<file path="config.mk">
export PLATFORM = sky130hd
export DESIGN_NAME = ps2_keyboard_rx
export DESIGN_NICKNAME = d
export VERILOG_FILES = /design/src/rtl/ps2_keyboard_rx.sv
export SDC_FILE = /design/constraint.sdc
export NUM_CORES = 1
export LEC_CHECK = 0
export BUFFER_PORTS_ARGS = -buffer_cell sky130_fd_sc_hd__buf_4
export CAP_MARGIN = 20
export CELL_PAD_IN_SITES_DETAIL_PLACEMENT = 2
export CELL_PAD_IN_SITES_GLOBAL_PLACEMENT = 2
export CORE_ASPECT_RATIO = 1.25
export CORE_UTILIZATION = 45
export DETAILED_ROUTE_END_ITERATION = 16
export PLACE_DENSITY = 0.82
export SKIP_LAST_GASP = 1
export SYNTH_ARGS = -nofsm -noshare
export SYNTH_HDL_FRONTEND = slang
export SYNTH_SLANG_ARGS = --single-unit
</file>
<file path="constraint.sdc">
create_clock -name CLK100MHZ -period 4.9 [get_ports CLK100MHZ]
set_clock_uncertainty 0.2 [all_clocks]
set_input_delay 0.98 -clock CLK100MHZ [delete_from_list [all_inputs] [get_ports CLK100MHZ]]
set_output_delay 0.98 -clock CLK100MHZ [all_outputs]
set_load 0.03 [all_outputs]
</file>
<file path="src/rtl/ps2_keyboard_rx.sv">
// PS/2 keyboard receiver: synchronised and glitch-filtered clock, frame FSM with timeout,
// raw keycode history and an E0/F0-aware event FIFO (first-word-fall-through).
module ps2_keyboard_rx #(
    parameter int CLK_HZ     = 100000000,
    parameter int FILTER_LEN = 8,
    parameter int TIMEOUT_US = 1000,
    parameter int FIFO_DEPTH = 8,
    parameter int HIST_BYTES = 4
) (
    input  logic                    CLK100MHZ,
    input  logic                    RST,
    input  logic                    PS2_CLK,
    input  logic                    PS2_DATA,
    output logic                    ev_valid,
    input  logic                    ev_ready,
    output logic [7:0]              ev_code,
    output logic                    ev_ext,
    output logic                    ev_break,
    output logic [8*HIST_BYTES-1:0] keycode,
    output logic                    flag,
    output logic                    err_parity,
    output logic                    err_frame,
    output logic                    overflow
);

    localparam int TMO_CYC = CLK_HZ / 1000000 * TIMEOUT_US;
    localparam int TMO_W   = $clog2(TMO_CYC + 1);
    localparam int FLT_W   = $clog2(FILTER_LEN + 1);
    localparam int AW      = $clog2(FIFO_DEPTH);
    localparam int KW      = 8 * HIST_BYTES;

    typedef enum logic [1:0] {S_IDLE, S_DATA, S_PARITY, S_STOP} state_t;

    // ---- stage p0/p1: two-flop synchronisers (idle bus level is high)
    logic ps2c_p0, ps2c_p1, ps2d_p0, ps2d_p1;

    always_ff @(posedge CLK100MHZ or posedge RST) begin
        if (RST) begin
            ps2c_p0 <= 1'b1;
            ps2c_p1 <= 1'b1;
            ps2d_p0 <= 1'b1;
            ps2d_p1 <= 1'b1;
        end else begin
            ps2c_p0 <= PS2_CLK;
            ps2c_p1 <= ps2c_p0;
            ps2d_p0 <= PS2_DATA;
            ps2d_p1 <= ps2d_p0;
        end
    end

    // ---- glitch filter: filt_cnt counts consecutive samples that disagree with filt_clk
    logic             filt_clk;
    logic [FLT_W-1:0] filt_cnt;
    logic             flt_hit;
    logic             fall_evt;

    assign flt_hit  = (ps2c_p1 != filt_clk) && (filt_cnt == FLT_W'(FILTER_LEN - 1));
    assign fall_evt = flt_hit && filt_clk;

    always_ff @(posedge CLK100MHZ or posedge RST) begin
        if (RST) begin
            filt_clk <= 1'b1;
            filt_cnt <= '0;
        end else if (ps2c_p1 == filt_clk) begin
            filt_cnt <= '0;
        end else if (flt_hit) begin
            filt_clk <= ps2c_p1;
            filt_cnt <= '0;
        end else begin
            filt_cnt <= filt_cnt + FLT_W'(1);
        end
    end

    // ---- frame FSM with inter-edge timeout and keycode history
    state_t           state;
    logic [2:0]       bit_cnt;
    logic [TMO_W-1:0] tmo_cnt;
    logic [7:0]       shreg;
    logic             par_bit;

    always_ff @(posedge CLK100MHZ) begin
        if (fall_evt && state == S_DATA)   shreg   <= {ps2d_p1, shreg[7:1]};
        if (fall_evt && state == S_PARITY) par_bit <= ps2d_p1;
    end

    always_ff @(posedge CLK100MHZ or posedge RST) begin
        if (RST) begin
            state      <= S_IDLE;
            bit_cnt    <= '0;
            tmo_cnt    <= '0;
            flag       <= 1'b0;
            err_parity <= 1'b0;
            err_frame  <= 1'b0;
            keycode    <= '0;
        end else begin
            flag       <= 1'b0;
            err_parity <= 1'b0;
            err_frame  <= 1'b0;
            if (state == S_IDLE || fall_evt) tmo_cnt <= '0;
            else                             tmo_cnt <= tmo_cnt + TMO_W'(1);

            if (state != S_IDLE && !fall_evt && tmo_cnt == TMO_W'(TMO_CYC - 1)) begin
                err_frame <= 1'b1;
                state     <= S_IDLE;
                bit_cnt   <= '0;
            end else if (fall_evt) begin
                case (state)
                    S_IDLE: begin
                        bit_cnt <= '0;
                        if (!ps2d_p1) state     <= S_DATA;
                        else          err_frame <= 1'b1;
                    end
                    S_DATA: begin
                        bit_cnt <= bit_cnt + 3'd1;
                        if (bit_cnt == 3'd7) state <= S_PARITY;
                    end
                    S_PARITY: state <= S_STOP;
                    S_STOP: begin
                        state <= S_IDLE;
                        // a bad stop bit outranks a parity error
                        if (!ps2d_p1)                 err_frame  <= 1'b1;
                        else if (!(^{shreg, par_bit})) err_parity <= 1'b1;
                        else begin
                            flag    <= 1'b1;
                            keycode <= (keycode << 8) | KW'(shreg);
                        end
                    end
                    default: state <= S_IDLE;
                endcase
            end
        end
    end

    // ---- prefix decode: flag marks keycode[7:0] as a fresh good byte
    logic ext_pend, brk_pend;
    logic is_e0, is_f0, push;

    assign is_e0 = keycode[7:0] == 8'hE0;
    assign is_f0 = keycode[7:0] == 8'hF0;
    assign push  = flag && !is_e0 && !is_f0;

    always_ff @(posedge CLK100MHZ or posedge RST) begin
        if (RST) begin
            ext_pend <= 1'b0;
            brk_pend <= 1'b0;
        end else if (flag) begin
            if (is_e0)      ext_pend <= 1'b1;
            else if (is_f0) brk_pend <= 1'b1;
            else begin
                ext_pend <= 1'b0;
                brk_pend <= 1'b0;
            end
        end
    end

    // ---- event FIFO; the extra pointer bit separates full from empty
    logic [9:0] mem [FIFO_DEPTH];
    logic [AW:0] wr_ptr, rd_ptr;
    logic        empty, full, pop, wr_en;

    assign empty    = wr_ptr == rd_ptr;
    assign full     = (wr_ptr[AW] != rd_ptr[AW]) && (wr_ptr[AW-1:0] == rd_ptr[AW-1:0]);
    assign ev_valid = !empty;
    assign pop      = !empty && ev_ready;
    assign wr_en    = push && (!full || pop);
    assign {ev_code, ev_ext, ev_break} = empty ? 10'd0 : mem[rd_ptr[AW-1:0]];

    always_ff @(posedge CLK100MHZ) begin
        if (wr_en) mem[wr_ptr[AW-1:0]] <= {keycode[7:0], ext_pend, brk_pend};
    end

    always_ff @(posedge CLK100MHZ or posedge RST) begin
        if (RST) begin
            wr_ptr   <= '0;
            rd_ptr   <= '0;
            overflow <= 1'b0;
        end else begin
            if (wr_en)                 wr_ptr   <= wr_ptr + (AW+1)'(1);
            if (pop)                   rd_ptr   <= rd_ptr + (AW+1)'(1);
            if (push && full && !pop)  overflow <= 1'b1;
        end
    end

endmodule

</file>
== After elaboration in Yosys (flattened, before gate mapping) ==
Memories as Yosys holds them, arrays and structs flattened.
Cells that the tools add are included.
Word-level totals
  register bits: 86
  memory bits (writable): 80
  input bits: 5
  output and inout port bits: 47
  logic and storage cells: 110
  memories: 1
Memory list
  mem: words 8, bits a word 10, read ports 1, clocked after Yosys merged registers in 0, wr ports 1, line 157  | logic [9:0] mem [FIFO_DEPTH];
Cells by class
  $add $sub $neg: 5
  eq/ne operators: 16
  muxes and demuxes: 32
  bitwise operators: 4
  reduce and logical (&&, ||, !) cells: 32
Operator list (count)
  $or A32 B8 Y32: 1
  $mux W1: 19
  $add A17 B1 Y17 const B: 1
  $eq A17 B17 Y1 const B: 1
  $mux W17: 1
  $eq A8 B8 Y1 const B: 2
  $logic_and A1 B1 Y1: 13
  $add A4 B1 Y4 const B: 3
  $mux W10: 1
  $reduce_xor A9 Y1: 1
  $mux W2: 4
  $mux W4: 2
  $pmux W2 S4: 1
  $reduce_and A2 Y1: 4
  $logic_not A1 Y1: 6
  $mux W3: 2
  $pmux W3 S2: 1
  $reduce_and A5 Y1: 1
  $eq A2 B2 Y1 const B: 2
  $eq A4 B3 Y1 const B: 1
  $eq A4 B4 Y1: 1
  $reduce_bool A2 Y1: 2
  $add A3 B1 Y3 const B: 1
  $eq A3 B3 Y1: 1
  other kinds (13): 17

== Longest topological paths before layout ==
  depth in word-level cells: 8
  mapped depth: 8
  mapped depth without buffers: 7

== Worst setup path after synthesis ==
Ideal clock, no wire load.
  path type: input to register
  start point: input ev_ready
  end point: memory mem[2][0], enable pin
  library setup time: 0.392 ns
  arrival time: 2.367 ns
  required time: 4.308 ns
  setup slack: 1.940 ns
  cell stages on the path: 4
  buffers on the path: 0
  cell sequence: nor2_1 -> a21boi_1 -> nand2b_1 -> nor3b_1
Between the ends
  word-level cells in the longest chain between the ends: 5
RTL lines
  from (decl): line 15  | input logic ev_ready,
  $logic_and A1 B1 Y1: line 164  | assign pop = !empty && ev_ready;
  $logic_or A1 B1 Y1: line 165  | assign wr_en = push && (!full || pop);
  $logic_and A1 B1 Y1: line 165
  $mux W1: line 169  | if (wr_en) mem[wr_ptr[AW-1:0]] <= {keycode[7:0], ext_pend, brk_pend};
  $mux W1 (not written as such): line 169
  to (decl): line 157
No other way between the ends.

== Worst setup path after layout ==
  start point: register rd_ptr[2]
  end point: output ev_code[3]
Between the ends
  word-level cells in the longest chain between the ends: 2
  elaborated cells between the ends (all ways): 3
  those cells by class: eq/ne (1); mux (1); memory (1)
RTL lines
  from (decl): line 158  | logic [AW:0] wr_ptr, rd_ptr;
  from (signal assigned): line 179  | if (pop) rd_ptr <= rd_ptr + (AW+1)'(1);
  $mem_v2 Z8 W10 or $eq A4 B4 Y1 (tied branches)
  $mux W10 (*): line 166  | assign {ev_code, ev_ext, ev_break} = empty ? 10'd0 : mem[rd_ptr[AW-1:0]];
  to (decl): line 16  | output logic [7:0] ev_code,
Mark *: on every way between the ends. The rest lies on a longest branch, timed or not.

==> impl_metrics.yaml <==
global_route:
  antenna_found_initial: 0
  grt_pass1_wl_um: 25500
  grt_use_total_pct: 22.7
  grt_max_degree: 41
  grt-ovfl-total: 0
  grt_pass1_vias: 4391
timing:
  rsz0062_at_grt: "false"
  finalCriticalPeriod_ps: 3520
  setup_violations: 0
  worst_pin_slew_ps: 938
  fin_ws_ps: 1380
  finalCritPeriodShare_pct: 71.9
  fmax_mhz: 284
  relSlewSlack_pct: 37.3
  drv_slew: 0
  hold_violations: 0
  fin_tns_setup_ps: 0
  holdWs_ps: 155
floorplanning:
  rows: 49
  chipHeight_um: 139
  die_w_um: 112
  io_pins: 52
  start_util_pct: 46.5
  core_mm2: 0.0145
  die-area_mm2: 0.0155
logic_synthesis:
  syn_nets: 434
  netlist_area_mm2: 0.00676
  synth_edf_count: 89
  synth_ff_type: "edfxtp_1"
  synth_area_leaders: "edfxtp_1, dfrtp_1, mux4_2"
  synth_top_area_share_pct: 39.5
  yosysWarningCount: 0
  synth-async-reset-ratio_pct: 46.4
  yosysMostFrequentCell: "edfxtp_1"
  synth_top_cell_by_area: "edfxtp_1"
  syn_avg_cell_area_um2: 16.2
  yosysUniqueCellTypes: 42
  synth_commonest_cells: "edfxtp_1, dfrtp_1, nor2_1, mux2_2, mux4_2"
  ys_seq_area_share_pct: 68.1
  syn_inst: 418
  synth_seq_cells: 166
detailed_routing:
  via_per_inst: 5.63
  wire_per_inst_um: 23.8
  wl_um: 16000
  drc: 6
  antenna_left: 0
  route.vias.total: 3783
  dr.pass1.iters: 11
  drt_first_iter_violations: 194
critical_path:
  worst_r2r_startpoint: "rd_ptr[2]"
  cp_data_arrival_time_ps: 2340
  cp-start-kind: "register"
  crit_start: "rd_ptr[2]"
  worstPathRequired_ps: 3720
  r2r_slack_ps: 1660
  reg2reg_depth: 5
  path_max_fanout: 13
  crit_type: "reg -> out"
  reg2reg_to: "mem[3][4]"
  worst_setup_path_end_kind: "output port"
clock_tree:
  clock-sinks: 166
  postCtsSetupRepairBufs: 0
  cts_root_buf: "clkbuf_16"
  cts_tree: "done"
  insertion_delay_ps: 430
  cts_buffers: 17
  cts_max_level: 4
  cts_resized: 0
  cts_hold_buffers: 0
  cts.path.max_buffers: 2
  clkTransAtPathRegs_ps: 70
hold_path:
  whs_path_depth: 0
  holdCritPathClass: "reg -> reg"
  hold_end: "ps2c_p1"
  hp-start: "ps2c_p0"
pwr:
  powerDensity_mw_per_mm2: 410
  irDropWorstVdd_uv: 261
  total_power_uw: 3250
  p_leak_uw: 0.00306
final_layout:
  drive_gt1_share_pct: 31.0
  design_area_mm2: 0.00791
  diodes: 0
  syn_to_final_growth_pct: 17.0
  fillCellCount: 1253
  fin_nets: 498
job:
  maxCapViolCount: 0
place:
  post-dp-hpwl_um: 10500
  post-place-ws_ps: 1680
  placed_cell_area_mm2: 0.00736
  numPortBuffers: 51
  place_congestion: 0.723
status:
  violations: "DRC"
  status: "finished, violations left"
[worst max-delay path: stages (launching register included)]
cell     delay [ps]
dfrtp_1         870
xor2_1          230
nor4b_2         310
buf_4           250
nor2_1           80
buf_4           170
[report_power, final]
group	internal (uW)	total (uW)	switching, uW
clock network	708	1250	540
logic	192	438	246
registers	1500	1560	63.7
total	2400	3250	850
[per-stage QoR]
step,utilization [%],std cells
6_report,54.4,672
5_1_grt,54.4,672
4_1_cts,54.4,672
3_5_place_dp,50.7,641
3_3_place_gp,50.7,641
2_1_floorplan,-,418
[layer usage]
metal	track usage [%]	share of wire [%]
met1	24.8	37
met2	43.1	58
met3	5.07	3.6
met4	7.33	1.6
met5	0	0
[layout by cell type (no fill, tap or decap), types with 5 or more instances in the layout]
cell type  netlist  routed
edfxtp_1        89      89
dfrtp_1         72      72
buf_4            0      61
nor2_1          38      38
mux2_2          34      34
mux4_2          20      20
xnor2_1         19      19
clkbuf_16        0      17
xor2_1          16      16
nand2_1         15      15
mux2i_1         11      11
ha_1            11      11
nor3_1           7       7
nand3_1          7       7
inv_1            7       6
nand4_1          5       5
dfstp_2          5       5
[state kept, by name, indices dropped and copies added (netlist names), 2 cells and up]
name      cells
rd_ptr        4
shreg         8
mem          80
state         2
bit_cnt       3
tmo_cnt      17
filt_cnt      4
keycode      32
wr_ptr        4
[cell type report]
cell class                      count  area [um^2]  share of cell area [%]
Timing Repair Buffer               61          458                    5.79
Multi-Input combinational cell    229         2050                    25.9
Clock buffer                       19          443                    5.60
Inverter                            7         27.5                   0.348
Clock inverter                     12          105                    1.33
Tap cell                          178          223                    2.82
Sequential cell                   166         4610                    58.2
[how the worst max path moves through the flow]
stage / endpoint / cells past startpoint
5_1_grt: ev_code[3] / 5
2_1_floorplan: bit_cnt[0] / 1
6_report: ev_code[3] / 5
4_1_cts: ev_code[3] / 5
3_3_place_gp: mem[3][4] / 5
3_5_place_dp: mem[3][5] / 5
[logic make-up after synthesis]
family	count (synthesis)	synth area share (%)
DFF	166	68.1
buffers and inverters	23	1.68
xor gates and xnor gates	35	4.53
adders and majority gates	11	2.04
AOI/OAI and AO/OA	19	1.92
and+or+nand+nor	97	7.33
muxes	67	14.4
No activity file was read; power rests on OpenSTA's default activity.
